File: config.mk
export PLATFORM = sky130hd
export DESIGN_NAME = bram_reader
export DESIGN_NICKNAME = d
export VERILOG_FILES = /design/src/rtl/bram_reader_pkg.sv /design/src/rtl/bram_reader_packer.sv /design/src/rtl/bram_reader.sv
export SDC_FILE = /design/constraint.sdc
export NUM_CORES = 1
export LEC_CHECK = 0
export ABC_AREA = 1
export CAP_MARGIN = 20
export CORE_AREA = 2 2 237 239
export DETAILED_ROUTE_END_ITERATION = 16
export DIE_AREA = 0 0 239 241
export PLACE_DENSITY = 0.74
export SETUP_SLACK_MARGIN = 0.05
export SLEW_MARGIN = 15
export SYNTH_ARGS = -nofsm -noshare
export SYNTH_HDL_FRONTEND = slang
export SYNTH_HIERARCHICAL = 1
export SYNTH_SLANG_ARGS = --single-unit
File: constraint.sdc
create_clock -name clk_i -period 29.1 [get_ports clk_i]
set_input_delay 4.365 -clock clk_i [delete_from_list [all_inputs] [get_ports clk_i]]
set_output_delay 4.365 -clock clk_i [all_outputs]
set_load 0.02 [all_outputs]
File: src/rtl/bram_reader_pkg.sv
// Shared definitions for the BRAM reader: FSM state encoding, default
// beat geometry and the result-buffer constants used alongside it.
package bram_reader_pkg;

    // FSM state encoding (kept as plain constants for legacy tools)
    localparam logic [2:0] ST_IDLE  = 3'd0;
    localparam logic [2:0] ST_FETCH = 3'd1;
    localparam logic [2:0] ST_DRAIN = 3'd2;
    localparam logic [2:0] ST_HOLD  = 3'd3;
    localparam logic [2:0] ST_DONE  = 3'd4;

    // Default number of BRAM words packed into one output beat (512 / 32)
    localparam int DEFAULT_WORDS_PER_BEAT = 16;

    // Result buffer placement shared with the rest of the accelerator
    localparam int RESULT_BASED_ADDRESS     = 32'h0000_1000;
    localparam int DATA_TILLING_RESULT_SIZE = 4096;

    // Width of a word index inside a beat; never narrower than one bit
    function automatic int idx_width(input int words);
        return (words > 1) ? $clog2(words) : 1;
    endfunction

endpackage

File: src/rtl/bram_reader_packer.sv
// Word packer: inserts one BRAM word into its slot of the output beat.
// Slot k occupies bits [DATA_IN_WIDTH*k +: DATA_IN_WIDTH], so the lowest
// address of a beat lands in the least significant bits.
module bram_word_packer #(
    parameter int DATA_IN_WIDTH  = 32,
    parameter int DATA_OUT_WIDTH = 512,
    parameter int IDX_WIDTH      = 4
) (
    input  logic                      clk,
    input  logic                      rst,
    input  logic                      clear,
    input  logic                      wr_en,
    input  logic [IDX_WIDTH-1:0]      idx,
    input  logic [DATA_IN_WIDTH-1:0]  word,
    output logic [DATA_OUT_WIDTH-1:0] beat
);

    // Beat register: cleared at job start, otherwise one slot written per returned word
    always_ff @(posedge clk or posedge rst) begin
        if (rst) begin
            beat <= '0;
        end else if (clear) begin
            beat <= '0;
        end else if (wr_en) begin
            beat[idx * DATA_IN_WIDTH +: DATA_IN_WIDTH] <= word;
        end
    end

endmodule

File: src/rtl/bram_reader.sv
// BRAM reader: streams a job of N beats out of a BRAM, each beat being
// WORDS_PER_BEAT consecutive words packed LSB-first, with a valid/ready
// handshake on the output and a one-cycle finish pulse at the end.
module bram_reader
    import bram_reader_pkg::*;
#(
    parameter int ADDRESS_WIDTH  = 13,
    parameter int REG_WIDTH      = 32,
    parameter int DATA_IN_WIDTH  = 32,
    parameter int DATA_OUT_WIDTH = 512,
    parameter int WORDS_PER_BEAT = DATA_OUT_WIDTH / DATA_IN_WIDTH
) (
    input  logic                      clk_i,
    input  logic                      rst_i,
    input  logic                      start_i,
    input  logic [ADDRESS_WIDTH-1:0]  i_param_cfg_base,
    input  logic [REG_WIDTH-1:0]      i_param_cfg_beats,
    output logic [ADDRESS_WIDTH-1:0]  bram_addr,
    output logic                      bram_en,
    output logic                      bram_we,
    input  logic [DATA_IN_WIDTH-1:0]  bram_data_i,
    output logic [DATA_OUT_WIDTH-1:0] data_o,
    output logic                      valid_o,
    input  logic                      ready_i,
    output logic                      busy_o,
    output logic                      finish_o
);

    localparam int IDX_WIDTH = idx_width(WORDS_PER_BEAT);
    localparam logic [IDX_WIDTH-1:0] LAST_WORD = IDX_WIDTH'(WORDS_PER_BEAT - 1);

    logic [2:0]           state;
    logic [IDX_WIDTH-1:0] word_cnt;
    logic [REG_WIDTH-1:0] beats_left;
    logic                 rd_valid;
    logic [IDX_WIDTH-1:0] rd_idx;
    logic                 job_start;
    logic                 pack_clear;
    logic                 handshake;

    // The BRAM port is read-only from this block
    assign bram_we    = 1'b0;
    assign busy_o     = (state != ST_IDLE);
    assign job_start  = (state == ST_IDLE) && start_i;
    assign pack_clear = job_start && (i_param_cfg_beats != '0);
    assign handshake  = (state == ST_HOLD) && valid_o && ready_i;

    // Track which word slot the BRAM will return next cycle (one-cycle read latency)
    always_ff @(posedge clk_i or posedge rst_i) begin
        if (rst_i) begin
            rd_valid <= 1'b0;
            rd_idx   <= '0;
        end else begin
            rd_valid <= bram_en;
            rd_idx   <= word_cnt;
        end
    end

    // Job sequencing: issue a burst of reads, drain the last word, hold the beat until accepted
    always_ff @(posedge clk_i or posedge rst_i) begin
        if (rst_i) begin
            state      <= ST_IDLE;
            bram_addr  <= '0;
            bram_en    <= 1'b0;
            valid_o    <= 1'b0;
            finish_o   <= 1'b0;
            word_cnt   <= '0;
            beats_left <= '0;
        end else begin
            finish_o <= 1'b0;
            case (state)
                ST_IDLE: begin
                    if (job_start) begin
                        beats_left <= i_param_cfg_beats;
                        if (i_param_cfg_beats != '0) begin
                            state     <= ST_FETCH;
                            bram_en   <= 1'b1;
                            bram_addr <= i_param_cfg_base;
                            word_cnt  <= '0;
                        end else begin
                            state <= ST_DONE;
                        end
                    end
                end
                ST_FETCH: begin
                    if (word_cnt == LAST_WORD) begin
                        bram_en  <= 1'b0;
                        word_cnt <= '0;
                        state    <= ST_DRAIN;
                    end else begin
                        word_cnt  <= word_cnt + IDX_WIDTH'(1);
                        bram_addr <= bram_addr + ADDRESS_WIDTH'(1);
                    end
                end
                ST_DRAIN: begin
                    valid_o <= 1'b1;
                    state   <= ST_HOLD;
                end
                ST_HOLD: begin
                    if (handshake) begin
                        valid_o    <= 1'b0;
                        beats_left <= beats_left - REG_WIDTH'(1);
                        if (beats_left != REG_WIDTH'(1)) begin
                            state     <= ST_FETCH;
                            bram_en   <= 1'b1;
                            bram_addr <= bram_addr + ADDRESS_WIDTH'(1);
                            word_cnt  <= '0;
                        end else begin
                            state <= ST_DONE;
                        end
                    end
                end
                ST_DONE: begin
                    finish_o <= 1'b1;
                    state    <= ST_IDLE;
                end
                default: begin
                    state   <= ST_IDLE;
                    bram_en <= 1'b0;
                    valid_o <= 1'b0;
                end
            endcase
        end
    end

    bram_word_packer #(
        .DATA_IN_WIDTH (DATA_IN_WIDTH),
        .DATA_OUT_WIDTH(DATA_OUT_WIDTH),
        .IDX_WIDTH     (IDX_WIDTH)
    ) u_packer (
        .clk  (clk_i),
        .rst  (rst_i),
        .clear(pack_clear),
        .wr_en(rd_valid),
        .idx  (rd_idx),
        .word (bram_data_i),
        .beat (data_o)
    );

endmodule

After elaboration in Yosys (flattened, before gate mapping)

Cells that the tools add are included.

Shift-type cells: 2
Muxes and demuxes: 33
Eq/ne operators: 12
Bitwise operators: 2
Add/subtract/negate cells: 4
Reductions and logical operators: 18

Operators with widths:

| kind                                                    | number |
|---|---|
| 2-to-1 mux 512 bit                                      | 2 |
| bitwise mux 512 bit                                     | 1 |
| variable shift 32 x 34 -> 512 bit, first input constant | 1 |
| indexed part select 32 x 34 -> 512 bit                  | 1 |
| 2-to-1 mux 13 bit                                       | 5 |
| 2-to-1 mux 32 bit                                       | 2 |
| one-hot mux 32 bit (2 select lines)                     | 1 |
| one-hot mux 13 bit (3 select lines)                     | 1 |
| negation 9 -> 34 bit                                    | 1 |
| != test 32 x 1 -> 1 bit, second input constant          | 1 |
| nonzero test 32 bit                                     | 1 |
| subtractor 32 x 1 -> 32 bit, second input constant      | 1 |
| 2-to-1 mux 4 bit                                        | 5 |
| 2-to-1 mux 3 bit                                        | 5 |
| adder 13 x 1 -> 13 bit, second input constant           | 1 |
| one-hot mux 3 bit (4 select lines)                      | 1 |
| one-hot mux 4 bit (3 select lines)                      | 1 |
| AND reduction 6 bit                                     | 2 |
| != test 2 bit, second input constant                    | 4 |
| 2-to-1 mux 1 bit                                        | 7 |
| equality test 3 x 2 -> 1 bit, second input constant     | 2 |
| AND reduction 3 bit                                     | 2 |
| nonzero test 3 bit                                      | 2 |
| AND reduction 5 bit                                     | 1 |
| 14 further kinds                                        | 20 |

Flip-flop bits (word level): 572
Word-level logic and storage cells: 81

Longest topological paths before layout

Gate-level depths: netlist (run 1).

Depth after elaboration: 5
Depth in mapped cells: 14
Gate-level depth less buffers: 13

By module

Netlist (run 1), hierarchy kept.

By module, submodules not included:

| module           | area an instance (um2) | cells an instance | instances | sequential area each (um2) |
|---|---|---|---|---|
| bram_word_packer | 22006.1                | 2687              | 1         | 12812.3 |
| bram_reader      | 4107.7                 | 644               | 1         | 1501.4 |

Worst setup path after synthesis (run 1)

No wires, ideal clock.

Path type: input to register
From: input port i_param_cfg_beats[31]
To: register u_packer.beat[306]
Buffers on the path: 1
Slack: 22.898 ns
Cell stages on the path: 13
Arrival: 6.084 ns
Cell sequence: nor2_1 > nand2_1 > nor2_1 > nand2_1 > o21ai_0 > nor2_1 > nor2_1 > nor2_1 > inv_1 > clkbuf_1 > nor3_1 > nand2_1 > nand2_1

Word-level cells in the longest chain between the ends: 3
Elaborated cells between the ends (all ways): 4

Ends and longest elaborated chain:

| element                                                  | RTL line                 | RTL |
|---|---|---|
| start: declaration                                       | bram_reader.sv:17        | `input logic [REG_WIDTH-1:0] i_param_cfg_beats,` |
| nonzero test 32 bit (*)                                  | bram_reader.sv:45        | `assign pack_clear = job_start && (i_param_cfg_beats != '0);` |
| logical AND 1 bit (*)                                    | bram_reader.sv:45        |  |
| named net pack_clear                                     | bram_reader.sv:38        | `logic pack_clear;` |
| 2-to-1 mux 512 bit or nonzero test 2 bit (tied branches) | -                        |  |
| end signal: indexed assignment                           | bram_reader_packer.sv:25 | `beat[idx * DATA_IN_WIDTH +: DATA_IN_WIDTH] <= word;` |
| end: declaration                                         | bram_reader_packer.sv:15 | `output logic [DATA_OUT_WIDTH-1:0] beat` |

Mark *: on every way through the listed nets, which the timed path passes. The rest lies on a longest branch.
A chain may end at the register's enable or synchronous reset.

Worst setup path in the final report (run 1)

From: input port i_param_cfg_beats[16]
To: register u_packer.beat[239]

The elaborated chain is that of the path after synthesis.

==> results.json, run 1 <==
{
  "status": "finished clean",
  "fin_nets": 3912,
  "cp-endpoint": "u_packer/beat[239]",
  "fmax_mhz": 125,
  "irDropWorstVdd_mv": 0.0990,
  "powerDensity_nw_per_um2": 75.6,
  "htreeDepth": 2,
  "grt_pass1_vias": 24000,
  "synth_area_per_cell_um2": 7.84,
  "slowest_delay_ps": 920,
  "io_pins": 611,
  "numPortBuffers": 609,
  "antenna_left": 0,
  "dieArea_um2": 57600,
  "dieWidth_um": 239,
  "worstSetupStartpointType": "input port",
  "grt_max_degree": 151,
  "finalCritPeriodShare": 0.275,
  "rsz0062_at_grt": "no",
  "cp-startpoint": "i_param_cfg_beats[16]",
  "setup-violations-final": 0,
  "area_growth_pct": 33.2,
  "grt_antenna_before_repair": 2,
  "drcViolationCount": 0,
  "period_needed_ps": 8000,
  "gp_congestion": 0.948,
  "required_ps": 29660,
  "r2r_end": "u_packer/beat[238]",
  "critPathArrivalTime_ps": 8570,
  "ys_seq_elements": 572,
  "start_util": 0.476,
  "synthArstFlopShare": 1.00,
  "cts_buffer_depth": 3,
  "synth.distinct_cells": 40,
  "place_hpwl_um": 70500,
  "grt_use_total": 0.352,
  "synthesis.area_um2": 26100,
  "wl_um": 104000,
  "synth-edff-count": 0,
  "ys_warn_count": 6,
  "via_per_inst": 5.62,
  "fin_cells": 4584,
  "wire_per_inst_um": 22.7,
  "drt_pass1_iterations": 6,
  "fillers": 4738,
  "max-slew-margin-rel": 0.257,
  "cts_resized": 0,
  "clk_pin_slew_ps": 60,
  "insertion_delay_ps": 640,
  "num_vias": 25800,
  "drive_gt1_frac": 0.0470,
  "cts_root_buf": "clkbuf_16",
  "die_y_um": 241,
  "hold_viol_final": 0,
  "finalSetupTns_ps": 0,
  "core_area_um2": 54900,
  "regToRegSetupSlack_ps": 24340,
  "dp_cells": 4462,
  "crit_fanout": 150,
  "dominantRegCellSynth": "dfrtp_1",
  "drt_iter0_drc": 2873,
  "syn_inst": 3331,
  "maxCapViolations": 0,
  "grt_first_pass_wirelength_um": 152000,
  "worstSetupPathType": "in2reg",
  "yosysSeqAreaShare": 0.548,
  "hold_path_class": "reg2reg",
  "synthesis.nets": 3418,
  "hold_ws_ps": 464,
  "cpMaxStageDelayCell": "buf_4",
  "cts_sinks": 572,
  "r2r-start": "rd_idx[0]",
  "slew_violations": 0,
  "post_cts_buffers": 0,
  "reg2regPathDepth": 12,
  "postCtsHoldBufs": 0,
  "num_rows": 86,
  "worst_pin_slew_ps": 1110,
  "crit_chain": "clkdlybuf4s50_1, nor2_1, nand2_1, nor2_1, nand2_1, o21ai_0, nor2_1, inv_8, buf_4, buf_4, buf_12, nand3_1, nand2_1",
  "grt.overflow.total": 0,
  "cp-end-kind": "flip-flop",
  "cts-buffers-inserted": 60,
  "cts_tree": "done",
  "clock_skew_ps": 27.6,
  "leakage_nw": 17.1
}
-- synthesized netlist by cell type, types with 2 or more instances --
master	count	area share
nand2_1	1197	0.17
nand4_1	18	0.0043
buf_1	36	0.0052
o21ai_1	4	0.00077
o21ai_0	80	0.015
o211ai_1	4	0.0011
ha_1	6	0.0029
nor2_1	345	0.050
nand4_2	2	0.00096
buf_6	2	0.00086
nand3_1	665	0.13
nor3_1	37	0.0071
a21oi_1	11	0.0021
o22ai_1	4	0.00096
inv_2	8	0.0011
clkinv_1	5	0.00072
inv_1	87	0.013
nor2_4	2	0.00086
xor2_1	5	0.0017
buf_2	31	0.0059
o21bai_1	3	0.00086
dfrtp_1	572	0.55
nand2_2	5	0.0012
o31ai_1	27	0.0078
clkbuf_1	154	0.022
xnor2_1	5	0.0017
nand3b_1	3	0.00086
-- critical path, delay by kind of cell --
kind	cells	cell delay (ps)
AND/OR/NAND/NOR	7	810
AO/OA/AOI/OAI	1	240
buffers and inverters	5	2890
-- kinds of logic after synthesis --
group	share of synthesized area
adder cells (fa/ha/maj)	0.00287
AO/OA/AOI/OAI	0.0298
AND/OR/NAND/NOR	0.367
other	0.000144
buffers and inverters	0.0490
XOR/XNOR	0.00335
flip-flops	0.548
-- metal layers --
metal / GRT usage / part of all wire / vias to the layer above
met5: 0 / 0 / -
li1: - / - / 11800
met4: 0.194 / 0.057 / 0
met2: 0.526 / 0.45 / 1396
met3: 0.129 / 0.12 / 260
met1: 0.446 / 0.37 / 12300
-- cells in the final DEF, fill, tap and decap left out, types with 5 or more instances in the layout --
| master | n |
|---|---|
| inv_2 | 10 |
| a21oi_1 | 11 |
| nand2_1 | 1194 |
| nand4_1 | 18 |
| xor2_1 | 5 |
| nand3_1 | 665 |
| dfrtp_1 | 571 |
| buf_4 | 42 |
| xnor2_1 | 5 |
| inv_1 | 84 |
| diode_2 | 6 |
| nor2_1 | 340 |
| clkbuf_1 | 16 |
| clkdlybuf4s50_1 | 609 |
| clkbuf_8 | 9 |
| o21ai_0 | 80 |
| bufinv_16 | 8 |
| clkinvlp_4 | 5 |
| nand2_2 | 6 |
| clkbuf_16 | 60 |
| clkinv_2 | 9 |
| nor3_1 | 35 |
| o31ai_1 | 27 |
-- report_power, final --
| group | total [mW] | switching, mW | leakage (nW) | internal (mW) |
|---|---|---|---|---|
| logic | 0.916 | 0.711 | 8.22 | 0.204 |
| clock network | 0.805 | 0.331 | 0.992 | 0.474 |
| registers | 0.909 | 0.0602 | 7.89 | 0.849 |
-- sequential cells by signal, summed over array words and instances (netlist names) --
name           flops
beats_left        32
bram_addr         13
bram_en            1
finish_o           1
rd_idx             4
rd_valid           1
state              3
u_packer/beat    512
valid_o            1
word_cnt           4
-- stage by stage --
| step | setup WS, ps | cell area, µm² | power (mW) | utilization |
|---|---|---|---|---|
| floorplan | 10440 | 26100 | 1.50 | - |
| finish | 21100 | 34800 | 2.63 | 0.634 |
| global route | 20730 | 34800 | 2.75 | 0.633 |
| detailed placement | 20310 | 32600 | 1.81 | 0.594 |
| CTS | 20980 | 34600 | 2.61 | 0.631 |
| global placement | 20340 | 32600 | 1.80 | 0.594 |
-- area by class of cell --
type / count / area [µm²] / share of cell area
clock inverter: 26 / 365 / 0.0105
multi-input combinational: 2434 / 10600 / 0.304
inverter: 101 / 397 / 0.0114
sequential: 572 / 14300 / 0.412
timing repair buffer: 656 / 6530 / 0.188
clock buffer: 85 / 1690 / 0.0485
tap: 704 / 881 / 0.0253
antenna: 6 / 15.0 / 0.000432
-- how the worst min path moves through the flow --
stage / from / end / slack, ps / cells past startpoint
finish: word_cnt[3] / rd_idx[3] / 460 / 0
global route: word_cnt[3] / rd_idx[3] / 480 / 0
CTS: word_cnt[3] / rd_idx[3] / 460 / 0
detailed placement: word_cnt[3] / rd_idx[3] / 440 / 0
global placement: word_cnt[3] / rd_idx[3] / 440 / 0
floorplan: word_cnt[3] / rd_idx[3] / 410 / 0
No activity file was read; power rests on OpenSTA's default activity.
==> run 2, diff against run 1 <==
clock period = 7.5 ns   (was 29.1 ns; I/O delays follow)
==> run 2 against run 1 <==
Sequential share of layout area about the same. Global-route usage decreased by 0.12 points. Critical path depth decreased by 6. Critical endpoint is now u_packer/beat[423]. Largest cell class unchanged.
==> results.json, run 2 (synthesis gave the netlist of run 1 again) <==
{
  "core_area_um2": 54900,
  "reg2regPathDepth": 7,
  "crit_fanout": 55,
  "maxCapViolations": 0,
  "wire_per_inst_um": 22.6,
  "dieArea_um2": 57600,
  "drt_iter0_drc": 2857,
  "placed_area_um2": 32700,
  "cpMaxStageDelayCell": "ha_2",
  "worstSetupStartpointType": "flip-flop",
  "ff_latch_area_um2": 14300,
  "fin_cells": 4580,
  "fin_area_um2": 34800,
  "multi_input_area_um2": 10600,
  "period_needed_ps": 4710,
  "worstSetupPathType": "reg2reg",
  "clk_pin_slew_ps": 60,
  "p_switching_mw": 4.25,
  "cts_buffer_depth": 3,
  "antenna_left": 0,
  "num_rows": 86,
  "die_y_um": 241,
  "required_ps": 8000,
  "leakage_nw": 17.1,
  "cts_sinks": 572,
  "max-slew-margin-rel": 0.284,
  "final_cell_mix": "nand2_1 (1,194), nand3_1 (665), clkdlybuf4s50_1 (609)",
  "p_int_mw": 5.94,
  "clkPwrFrac": 0.308,
  "grt_use_total": 0.351,
  "crit_chain": "buf_4, inv_1, ha_2, nand4_1, clkinv_1, nand2_1, o31ai_1",
  "hold_path_class": "reg2reg",
  "start_util": 0.476,
  "drcViolationCount": 0,
  "clock_skew_ps": 18.0,
  "grt.overflow.total": 0,
  "fin_nets": 3911,
  "drt_pass1_iterations": 6,
  "rsz0062_at_grt": "no",
  "grt_antenna_before_repair": 2,
  "area_growth_pct": 33.3,
  "r2r-start": "rd_idx[0]",
  "grt_pass1_vias": 23800,
  "r2r_end": "u_packer/beat[423]",
  "hold_viol_final": 0,
  "cts_root_buf": "clkbuf_16",
  "whs_path_depth": 0,
  "powerDensity_nw_per_um2": 293,
  "cts_tree": "done",
  "htreeDepth": 2,
  "report.power.total_mw": 10.2,
  "io_pins": 611,
  "fmax_mhz": 212,
  "postCtsHoldBufs": 0,
  "finalCritPeriodShare": 0.628,
  "slowest_delay_ps": 1090,
  "gp_congestion": 0.935,
  "grt_max_degree": 149,
  "largest_register_ffs": 512,
  "dp_cells": 4465,
  "post_cts_buffers": 0,
  "finalSetupTns_ps": 0,
  "cts-buffers-inserted": 59,
  "insertion_delay_ps": 630,
  "layout_commonest_cell": "nand2_1",
  "top_register": "u_packer/beat",
  "numPortBuffers": 609,
  "cp-end-kind": "flip-flop",
  "fillers": 4758,
  "top_regs": "u_packer/beat (512), beats_left (32), bram_addr (13)",
  "dieWidth_um": 239,
  "min_from": "bram_en",
  "holdPathEnd": "rd_valid",
  "cts_resized": 0,
  "via_per_inst": 5.64,
  "slew_violations": 0,
  "regToRegSetupSlack_ps": 2790,
  "drive_gt1_frac": 0.0473,
  "crit_buf_inv": 3,
  "critPathArrivalTime_ps": 5210,
  "worst_pin_slew_ps": 1070,
  "p_seq_frac": 0.347,
  "wl_um": 103000,
  "grt_first_pass_wirelength_um": 152000,
  "p_comb_frac": 0.346,
  "irDropWorstVdd_mv": 0.330,
  "place_hpwl_um": 70400,
  "setup-violations-final": 0,
  "num_vias": 25800,
  "status": "finished clean",
  "critPathTopFamily": "simple AND/OR/NAND/NOR gates",
  "switching_share": 0.417
}
[run 2: changes by cell type in the layout (fill, tap and decap cells not counted)]
cell | before | now
clkbuf_1 | 16 | 13
clkbuf_8 | 9 | 13
inv_6 | 2 | 1
clkinvlp_4 | 5 | 3
buf_8 | 1 | 2
buf_12 | 1 | 3
buf_16 | 3 | 2
clkinv_2 | 9 | 10
diode_2 | 6 | 4
inv_8 | 2 | 1
buf_6 | 0 | 1
buf_4 | 42 | 39
[run 2: cell type report]
type	count	area share
Tap cell	704	0.0253
Clock buffer	86	0.0497
Timing Repair Buffer	656	0.188
Inverter	101	0.0113
Clock inverter	23	0.00974
Sequential cell	572	0.411
Multi-Input combinational cell	2434	0.304
Antenna cell	4	0.000288
[run 2: worst max-delay path by stage]
stage                                     start  slack [ps]  cells past startpoint                  to
after floorplan                           rst_i        -580                      1    u_packer/beat[0]
after global placement    i_param_cfg_beats[16]        2230                     12  u_packer/beat[347]
after detailed placement  i_param_cfg_beats[16]        2270                     13   u_packer/beat[89]
after CTS                             rd_idx[0]        2490                      9   u_packer/beat[45]
after global routing      i_param_cfg_beats[16]        2550                     13   u_packer/beat[89]
final                                 rd_idx[0]        2790                      7  u_packer/beat[423]
[run 2: through the flow]
step,setup WS (ps),utilization,hold WS (ps)
6_report,2790,0.634,447
5_1_grt,2550,0.634,469
4_1_cts,2490,0.633,448
3_5_place_dp,2270,0.595,428
3_3_place_gp,2230,0.595,422
2_1_floorplan,-577,-,412
[run 2: layer usage]
| metal | part of all wire | routed length [µm] | GRT usage |
|---|---|---|---|
| met5 | 0 | 0 | 0 |
| met4 | 0.056 | 5790 | 0.186 |
| met2 | 0.45 | 46600 | 0.532 |
| met3 | 0.11 | 11800 | 0.100 |
| met1 | 0.38 | 39400 | 0.460 |
[run 2: power groups by stage]
stage	logic [mW]	registers [mW]	clock network [mW]
global route	3.80	3.55	3.31
floorplan	2.21	3.61	0
global placement	3.43	3.57	0
detailed placement	3.45	3.57	0
finish	3.52	3.53	3.13
CTS	3.47	3.52	3.18
